==> src/rtl/timer_pkg.sv <==
// Shared encodings and defaults for the countdown timer controller.
package timer_pkg;

  localparam int unsigned StateW            = 3;
  localparam int unsigned TickDivDefault    = 50000000;
  localparam int unsigned AlarmTicksDefault = 5;

  typedef enum logic [StateW-1:0] {
    StIdle  = 3'd0,
    StLoad  = 3'd1,
    StRun   = 3'd2,
    StPause = 3'd3,
    StDone  = 3'd4
  } state_e;

endpackage

==> src/rtl/timer_ctrl_if.sv <==
// Request/strobe bundle between a timer controller and its user / digit chain.
interface timer_ctrl_if;
  import timer_pkg::*;

  logic              start;
  logic              stop;
  logic              clear;
  logic              zero_in;
  logic              loadn;
  logic              enable;
  logic              cnt_clrn;
  logic              tick;
  logic              running;
  logic              alarm;
  logic [StateW-1:0] state;

  modport master (
    output start, stop, clear, zero_in,
    input  loadn, enable, cnt_clrn, tick, running, alarm, state
  );

  modport slave (
    input  start, stop, clear, zero_in,
    output loadn, enable, cnt_clrn, tick, running, alarm, state
  );

endinterface

==> src/rtl/tick_gen.sv <==
// Prescaler: counts 0..TICK_DIV-1 while run is high, registered tick on wrap.
module tick_gen #(
  parameter int unsigned TICK_DIV = 4
) (
  input  logic clock,
  input  logic clrn,
  input  logic run,
  input  logic sync_clr,
  output logic tick
);

  localparam int unsigned      CntW   = $clog2(TICK_DIV);
  localparam logic [CntW-1:0] CntLast = CntW'(TICK_DIV - 1);

  logic [CntW-1:0] cnt_d, cnt_q;
  logic            tick_d, tick_q;

  always_comb begin
    cnt_d  = cnt_q;
    tick_d = 1'b0;
    if (sync_clr) begin
      cnt_d = '0;
    end else if (run) begin
      if (cnt_q == CntLast) begin
        cnt_d  = '0;
        tick_d = 1'b1;
      end else begin
        cnt_d = cnt_q + CntW'(1);
      end
    end
  end

  always_ff @(posedge clock or negedge clrn) begin
    if (!clrn) begin
      cnt_q  <= '0;
      tick_q <= 1'b0;
    end else begin
      cnt_q  <= cnt_d;
      tick_q <= tick_d;
    end
  end

  assign tick = tick_q;

endmodule

==> src/rtl/timer_ctrl.sv <==
// Countdown timer controller: sequences load/decrement/clear of an external digit chain.
module timer_ctrl
  import timer_pkg::*;
#(
  parameter int unsigned TICK_DIV    = TickDivDefault,
  parameter int unsigned ALARM_TICKS = AlarmTicksDefault
) (
  input logic         clock,
  input logic         clrn,
  timer_ctrl_if.slave tmr_io
);

  localparam int unsigned        AlarmW    = $clog2(ALARM_TICKS + 1);
  localparam logic [AlarmW-1:0] AlarmLast = AlarmW'(ALARM_TICKS - 1);

  state_e            state_d, state_q;
  logic [AlarmW-1:0] alarm_cnt_d, alarm_cnt_q;
  logic              clr_q;
  logic              tick;
  logic              presc_run;
  logic              presc_clr;

  // Prescaler restarts from zero on every entry to RUN from LOAD, and on clear.
  assign presc_run = (state_q == StRun) || (state_q == StDone);
  assign presc_clr = tmr_io.clear || (state_q == StLoad);

  tick_gen #(
    .TICK_DIV (TICK_DIV)
  ) u_tick_gen (
    .clock    (clock),
    .clrn     (clrn),
    .run      (presc_run),
    .sync_clr (presc_clr),
    .tick     (tick)
  );

  always_comb begin
    state_d = state_q;
    if (tmr_io.clear) begin
      state_d = StIdle;
    end else begin
      unique case (state_q)
        StIdle:  if (tmr_io.start) state_d = StLoad;
        StLoad:  state_d = StRun;
        StRun: begin
          // A tick cycle issues a decrement; zero_in is stale until the next cycle.
          if (tmr_io.stop) begin
            state_d = StPause;
          end else if (tmr_io.zero_in && !tick) begin
            state_d = StDone;
          end
        end
        StPause: if (tmr_io.start) state_d = StRun;
        StDone: begin
          if (tmr_io.start) begin
            state_d = StLoad;
          end else if (tick && (alarm_cnt_q == AlarmLast)) begin
            state_d = StIdle;
          end
        end
        default: state_d = StIdle;
      endcase
    end
  end

  always_comb begin
    alarm_cnt_d = alarm_cnt_q;
    if (state_d != StDone) begin
      alarm_cnt_d = '0;
    end else if ((state_q == StDone) && tick) begin
      alarm_cnt_d = alarm_cnt_q + AlarmW'(1);
    end
  end

  always_ff @(posedge clock or negedge clrn) begin
    if (!clrn) begin
      state_q     <= StIdle;
      alarm_cnt_q <= '0;
      clr_q       <= 1'b0;
    end else begin
      state_q     <= state_d;
      alarm_cnt_q <= alarm_cnt_d;
      clr_q       <= tmr_io.clear;
    end
  end

  assign tmr_io.loadn    = (state_q != StLoad);
  assign tmr_io.enable   = !((state_q == StRun) && tick);
  assign tmr_io.cnt_clrn = !clr_q;
  assign tmr_io.tick     = tick;
  assign tmr_io.running  = (state_q == StRun);
  assign tmr_io.alarm    = (state_q == StDone);
  assign tmr_io.state    = state_q;

endmodule

==> src/flat_wrapper.sv <==
// flat-port wrapper written by rule: the top's interface ports become plain ports
module timer_ctrl_flat import timer_pkg::*;
#(
  parameter int unsigned TICK_DIV    = TickDivDefault,
  parameter int unsigned ALARM_TICKS = AlarmTicksDefault
)
  (clock, clrn, tmr_io_start, tmr_io_stop, tmr_io_clear, tmr_io_zero_in, tmr_io_loadn, tmr_io_enable, tmr_io_cnt_clrn, tmr_io_tick, tmr_io_running, tmr_io_alarm, tmr_io_state);
  timer_ctrl_if tmr_io_i ();
  input logic clock;
  input logic clrn;
  input wire logic [$bits(tmr_io_i.start)-1:0] tmr_io_start;
  input wire logic [$bits(tmr_io_i.stop)-1:0] tmr_io_stop;
  input wire logic [$bits(tmr_io_i.clear)-1:0] tmr_io_clear;
  input wire logic [$bits(tmr_io_i.zero_in)-1:0] tmr_io_zero_in;
  output wire logic [$bits(tmr_io_i.loadn)-1:0] tmr_io_loadn;
  output wire logic [$bits(tmr_io_i.enable)-1:0] tmr_io_enable;
  output wire logic [$bits(tmr_io_i.cnt_clrn)-1:0] tmr_io_cnt_clrn;
  output wire logic [$bits(tmr_io_i.tick)-1:0] tmr_io_tick;
  output wire logic [$bits(tmr_io_i.running)-1:0] tmr_io_running;
  output wire logic [$bits(tmr_io_i.alarm)-1:0] tmr_io_alarm;
  output wire logic [$bits(tmr_io_i.state)-1:0] tmr_io_state;
  assign tmr_io_i.start = tmr_io_start;
  assign tmr_io_i.stop = tmr_io_stop;
  assign tmr_io_i.clear = tmr_io_clear;
  assign tmr_io_i.zero_in = tmr_io_zero_in;
  assign tmr_io_loadn = tmr_io_i.loadn;
  assign tmr_io_enable = tmr_io_i.enable;
  assign tmr_io_cnt_clrn = tmr_io_i.cnt_clrn;
  assign tmr_io_tick = tmr_io_i.tick;
  assign tmr_io_running = tmr_io_i.running;
  assign tmr_io_alarm = tmr_io_i.alarm;
  assign tmr_io_state = tmr_io_i.state;
  timer_ctrl #(.TICK_DIV(TICK_DIV), .ALARM_TICKS(ALARM_TICKS)) u_core (.clock(clock), .clrn(clrn), .tmr_io(tmr_io_i));
endmodule
==> config.mk <==
export PLATFORM = sky130hd
export DESIGN_NAME = timer_ctrl_flat
export DESIGN_NICKNAME = d
export VERILOG_FILES = /design/src/rtl/timer_pkg.sv /design/src/rtl/timer_ctrl_if.sv /design/src/rtl/tick_gen.sv /design/src/rtl/timer_ctrl.sv /design/src/flat_wrapper.sv
export SDC_FILE = /design/constraint.sdc
export NUM_CORES = 1
export LEC_CHECK = 0
export ABC_AREA = 1
export BUFFER_PORTS_ARGS = -buffer_cell sky130_fd_sc_hd__buf_2
export CAP_MARGIN = 20
export CORE_MARGIN = 4
export CORE_UTILIZATION = 54
export CTS_BUF_LIST = sky130_fd_sc_hd__clkbuf_8 sky130_fd_sc_hd__clkbuf_16
export CTS_CLUSTER_DIAMETER = 80
export DETAILED_ROUTE_END_ITERATION = 10
export PLACE_DENSITY = 0.75
export SYNTH_ARGS = -nofsm -noshare
export SYNTH_HDL_FRONTEND = slang
export SYNTH_SLANG_ARGS = --single-unit
==> constraint.sdc <==
create_clock -name clock -period 1.6 [get_ports clock]
set_input_delay 0.16 -clock clock [delete_from_list [all_inputs] [get_ports clock]]
set_output_delay 0.16 -clock clock [all_outputs]
set_load 0.005 [all_outputs]
# == Yosys cells after proc, flatten, opt, wreduce, memory -nomap -nowiden ==
# Cells that the tools add are included.
# totals
register_bits,34
in_bits,6
elab_cells,43
output_inout_bits,9
# op_classes
add_sub_neg,2
n_eq_ne,8
mux,16
reduce_logical,12
# op_table
operator,count
26-bit 2-to-1 mux,3
3-bit 2-to-1 mux,9
"26-bit by 1-bit adder with 26-bit output, second input constant",1
"26-bit equality test, second input constant",1
3-bit case mux with 5 select lines,1
"3-bit by 2-bit equality test with 1-bit output, second input constant",2
"3-bit equality test, second input constant",2
1-bit logical AND,4
2-bit nonzero test,2
"3-bit by 1-bit adder with 3-bit output, second input constant",1
"3-bit by 1-bit equality test with 1-bit output, second input constant",1
1-bit zero test,3
3-bit zero test,1
1-bit 2-to-1 mux,3
"3-bit by 1-bit != test with 1-bit output, second input constant",1
"3-bit != test, second input constant",1
1-bit logical OR,2

# == Logic depth before layout (Yosys ltp) ==
# depth
ltp_word,8
ltp_mapped,12
depth_no_buf,12

# == Cells and area by module ==
# A second synthesis with hierarchy kept.
# unflattened
hier_cells,321
hier_area_um2,2222.1
# modules_own_cells
module,cells_per_inst,n_inst,seq_area_each_um2,area_per_inst_um2
tick_gen,259,1,675.6,1770.4
timer_ctrl,62,1,175.2,451.7

# == Worst setup path before layout ==
# OpenSTA, ideal clock, no wires.
# synth_timing
kind,flip-flop to flip-flop
start,register u_core.u_tick_gen.cnt_q[0]
end,register u_core.u_tick_gen.cnt_q[11]
synth_period_minus_slack_ps,1490
n_path_buf,1
path_stages_with_launch,11
setup_ps,120
required_time_ps,1480
setup_slack_ps,110
arrival_time_ps,1370
cell_sequence,dfrtp_1 -> ha_1 -> nand2_2 -> nor2_4 -> nand2_1 -> nor2_1 -> nand2_1 -> nand2_2 -> nand2_2 -> buf_6 -> and3_1
# synth_via
elab_chain_len,4
word_cells_on_any_way,5
cone_classes,add/sub: 1; eq/ne: 1; mux: 3
# synth_lines
element,line_no,source
start: declaration,tick_gen.sv:15,"logic [CntW-1:0] cnt_d, cnt_q;"
start signal: assignment,tick_gen.sv:38,cnt_q <= cnt_d;
26-bit by 1-bit adder with 26-bit output or 26-bit equality test (tied branches),"tick_gen.sv:28, tick_gen.sv:24",
26-bit 2-to-1 mux (*),tick_gen.sv:24,if (cnt_q == CntLast) begin
26-bit 2-to-1 mux (*),tick_gen.sv:23,end else if (run) begin
26-bit 2-to-1 mux (*),tick_gen.sv:21,if (sync_clr) begin
# Every way passes the cells marked *; elsewhere a longest branch is shown, timed or not. The select of a mux whose other input is x is not followed.
# A chain may end at the register's enable or synchronous reset.

# == Worst setup path after layout ==
# layout_timing
start,register u_core.u_tick_gen.cnt_q[1]
end,register u_core.u_tick_gen.cnt_q[18]
# Same word-level chain as after synthesis.

==> flow_metrics.py <==
metrics = {
    "status": {
        "status": "finished clean",
    },
    "power": {
        "peakVddDrop_uv": 519,
        "powerDensity_nw_per_um2": 623,
        "leakage_nw": 1.41,
    },
    "hold_path": {
        "hp-class": "input pin to register",
    },
    "clock_tree": {
        "root_buffer": "clkbuf_8",
        "cts_buffers": 5,
        "clk_pin_slew_ps": 70,
        "clock-sinks": 34,
        "cts_buffer_depth": 2,
        "htree_levels": 2,
        "insertion_delay_ps": 290,
        "cts_tree": "done",
    },
    "critical_path": {
        "worstPathArrival_ps": 1740,
        "reg2reg_to": "u_core.u_tick_gen.cnt_q[18]",
        "cp_cell_sequence": "ha_2 -> nand2_2 -> nor2_4 -> buf_4 -> nand2_4 -> nor3_4 -> a21oi_1 -> o21ai_1 -> nand2_1",
        "cp-startpoint": "u_core.u_tick_gen.cnt_q[1]",
        "r2r_setup_slack_ps": 40,
        "cp_slowest_stage_delay_ps": 380,
        "critical_path_depth": 9,
        "cp-end-kind": "register",
        "crit_required_ps": 1780,
        "criticalPathCategory": "register to register",
        "crit_path_start_kind": "register",
        "reg2reg_from": "u_core.u_tick_gen.cnt_q[1]",
        "cp_slowest_cell": "dfrtp_1",
        "critPathTopFamily": "simple AND/OR/NAND/NOR gates",
        "path_buf_inv": 1,
        "crit_path_max_fanout": 5,
        "critPathCapture": "u_core.u_tick_gen.cnt_q[18]",
        "r2r.worst_path.cells": 9,
    },
    "timing": {
        "relSlewSlack_pct": 73.2,
        "fmax_ghz": 0.641,
        "setup_viol": 0,
        "setup_ws_ps": 39.1,
        "tightest_slew_ps": 403,
        "finalCritPeriodShare_pct": 97.6,
        "hold_viol": 0,
        "period_minus_slack_ps": 1560,
        "rsz0062_at_grt": "true",
        "drv_slew": 0,
        "setup_tns_ps": 0,
        "fin_skew_ps": 4.51,
    },
    "floorplanning": {
        "start_util_pct": 57.6,
        "die_x_um": 71.6,
        "dieArea_um2": 5130,
        "chipHeight_um": 71.6,
        "rows": 22,
        "io_pins": 15,
        "core_um2": 3800,
    },
    "routing": {
        "drt_iter0_drc": 167,
        "vias": 2281,
        "firstDrtPassIters": 5,
        "drc_errors": 0,
        "drt-wirelength-per-cell_um": 13.3,
        "drt.antenna.violating_nets": 0,
        "wirelength_mm": 5.69,
        "viasPerCell": 5.32,
    },
    "cells_and_area": {
        "fin_nets": 389,
        "final_common_cell": "nand2_1",
        "syn_to_final_growth_pct": 28.4,
        "layout_common_cells": "79 x nand2_1, 45 x inv_1, 43 x nor2_1",
        "num_antenna_cells": 0,
        "drive_gt1_share_pct": 27.8,
    },
    "global_routing": {
        "grt_first_pass_wirelength_mm": 9.32,
        "grt_pass1_vias": 2025,
        "antenna_found_initial": 0,
        "track_usage_pct": 22.9,
        "grt_max_degree": 20,
        "gr-total-overflow": 0,
    },
    "placement": {
        "gp_congestion": 0.963,
        "pre_cts_ws_ps": -116,
        "dpl.hpwl_mm": 4.30,
        "portBuffers": 14,
    },
    "synth": {
        "yosys-top-cells-area": "dfrtp_1 39%, nand2_1 15%, nor2_1 9.3%",
        "syn_inst": 325,
        "synth_flop_cell": "dfrtp_1",
        "netlist_area_um2": 2190,
        "synth_area_per_cell_um2": 6.73,
        "netlist-cell-type-count": 29,
        "synth_nets": 334,
        "synth_top_area_share_pct": 38.9,
        "synthArstFlopShare_pct": 100,
        "synth-edff-count": 0,
        "synth-seq-area-share_pct": 38.9,
        "synth_area_leader_cell": "dfrtp_1",
        "ys_ff_latch": 34,
        "yosys_warnings": 0,
    },
    "flow_run": {
        "maxCapViolations": 0,
    },
}
==> state kept, by name (all words and copies together) (netlist names) <==
name / count
u_core.tmr_io.state: 3
u_core.alarm_cnt_q: 3
u_core.u_tick_gen.tick: 1
u_core.u_tick_gen.cnt_q: 26
u_core.clr_q: 1
==> power by group <==
group	total, mW	internal (mW)	switching, mW
Combinational	0.224	0.0798	0.144
Sequential	0.879	0.868	0.0104
Clock	0.648	0.340	0.307
Total	1.75	1.29	0.462
==> what timing repair did <==
| action | in CTS | in global routing |
|---|---|---|
| cloned | 0 | 1 |
| gates resized for setup | 6 | 34 |
| pin swaps | 0 | 10 |
| setup endpoints to repair | 12 | 27 |
| buffers inserted | 0 | 4 |
| hold buffers | 2 | 0 |
| endpoints found under the hold margin | 16 | 0 |
==> cell families (layout without fill, tap and decap cells) <==
logic type,count (synthesis),count (layout),share of synthesized area (%)
buffers and inverters,56,111,10.2
adders and majority gates,3,3,1.72
and+or+nand+nor,204,205,41.2
AOI/OAI and AO/OA,24,24,6.41
xor gates and xnor gates,4,4,1.60
DFF,34,34,38.9
==> layout make-up <==
class / instances / area [um2]
Clock buffer: 6 / 82.6
Clock inverter: 2 / 8.76
Fill cell: 311 / 990
Inverter: 53 / 199
Multi-Input combinational cell: 236 / 1240
Sequential cell: 34 / 852
Tap cell: 48 / 60.1
Timing Repair Buffer: 50 / 362
==> through the flow <==
step	cells	power, mW	hold WS (ps)	cell area, um2	utilization, %
floorplan	325	0.999	-136	2190	-
global placement	414	1.07	105	2530	66.6
detailed placement	414	1.08	107	2530	66.6
CTS	424	1.72	210	2670	70.3
global route	429	1.83	234	2810	73.9
finish	429	1.75	220	2810	73.9
==> Yosys cell counts (3+ instances only) <==
master / count
nor3_1: 9
nand3_1: 29
nor2_2: 3
nand4_1: 5
inv_1: 47
xor2_1: 4
ha_1: 3
o31ai_1: 3
a21oi_1: 6
o21ai_0: 8
nand2_1: 86
nor2_1: 54
nand2_2: 9
o21ai_1: 3
inv_2: 6
dfrtp_1: 34
==> routing by layer <==
metal,track usage (%),up-vias,share of wire [%]
met5,0,-,0
met4,7.93,0,1.4
met3,5.61,9,6.5
met2,34.3,67,47
met1,32.3,1076,45
li1,-,1129,-
==> worst min-delay path: cells and delay by family <==
kind	cells	cell delay [ps]
AO/OA/AOI/OAI	1	80
AND/OR/NAND/NOR	2	110
buffers and inverters	2	140
==> worst min-delay path by stage <==
stage                      startpoint  slack, ps                           to  depth (start not counted)
after floorplan                  clrn       -140        u_core.alarm_cnt_q[0]                          0
after global placement           clrn        110  u_core.u_tick_gen.cnt_q[12]                          1
after detailed placement         clrn        110  u_core.u_tick_gen.cnt_q[12]                          1
after CTS                 tmr_io_stop        210       u_core.tmr_io.state[0]                          5
after global routing      tmr_io_stop        230       u_core.tmr_io.state[0]                          5
final                     tmr_io_stop        220       u_core.tmr_io.state[0]                          5
(Power assumes the default switching activity.)
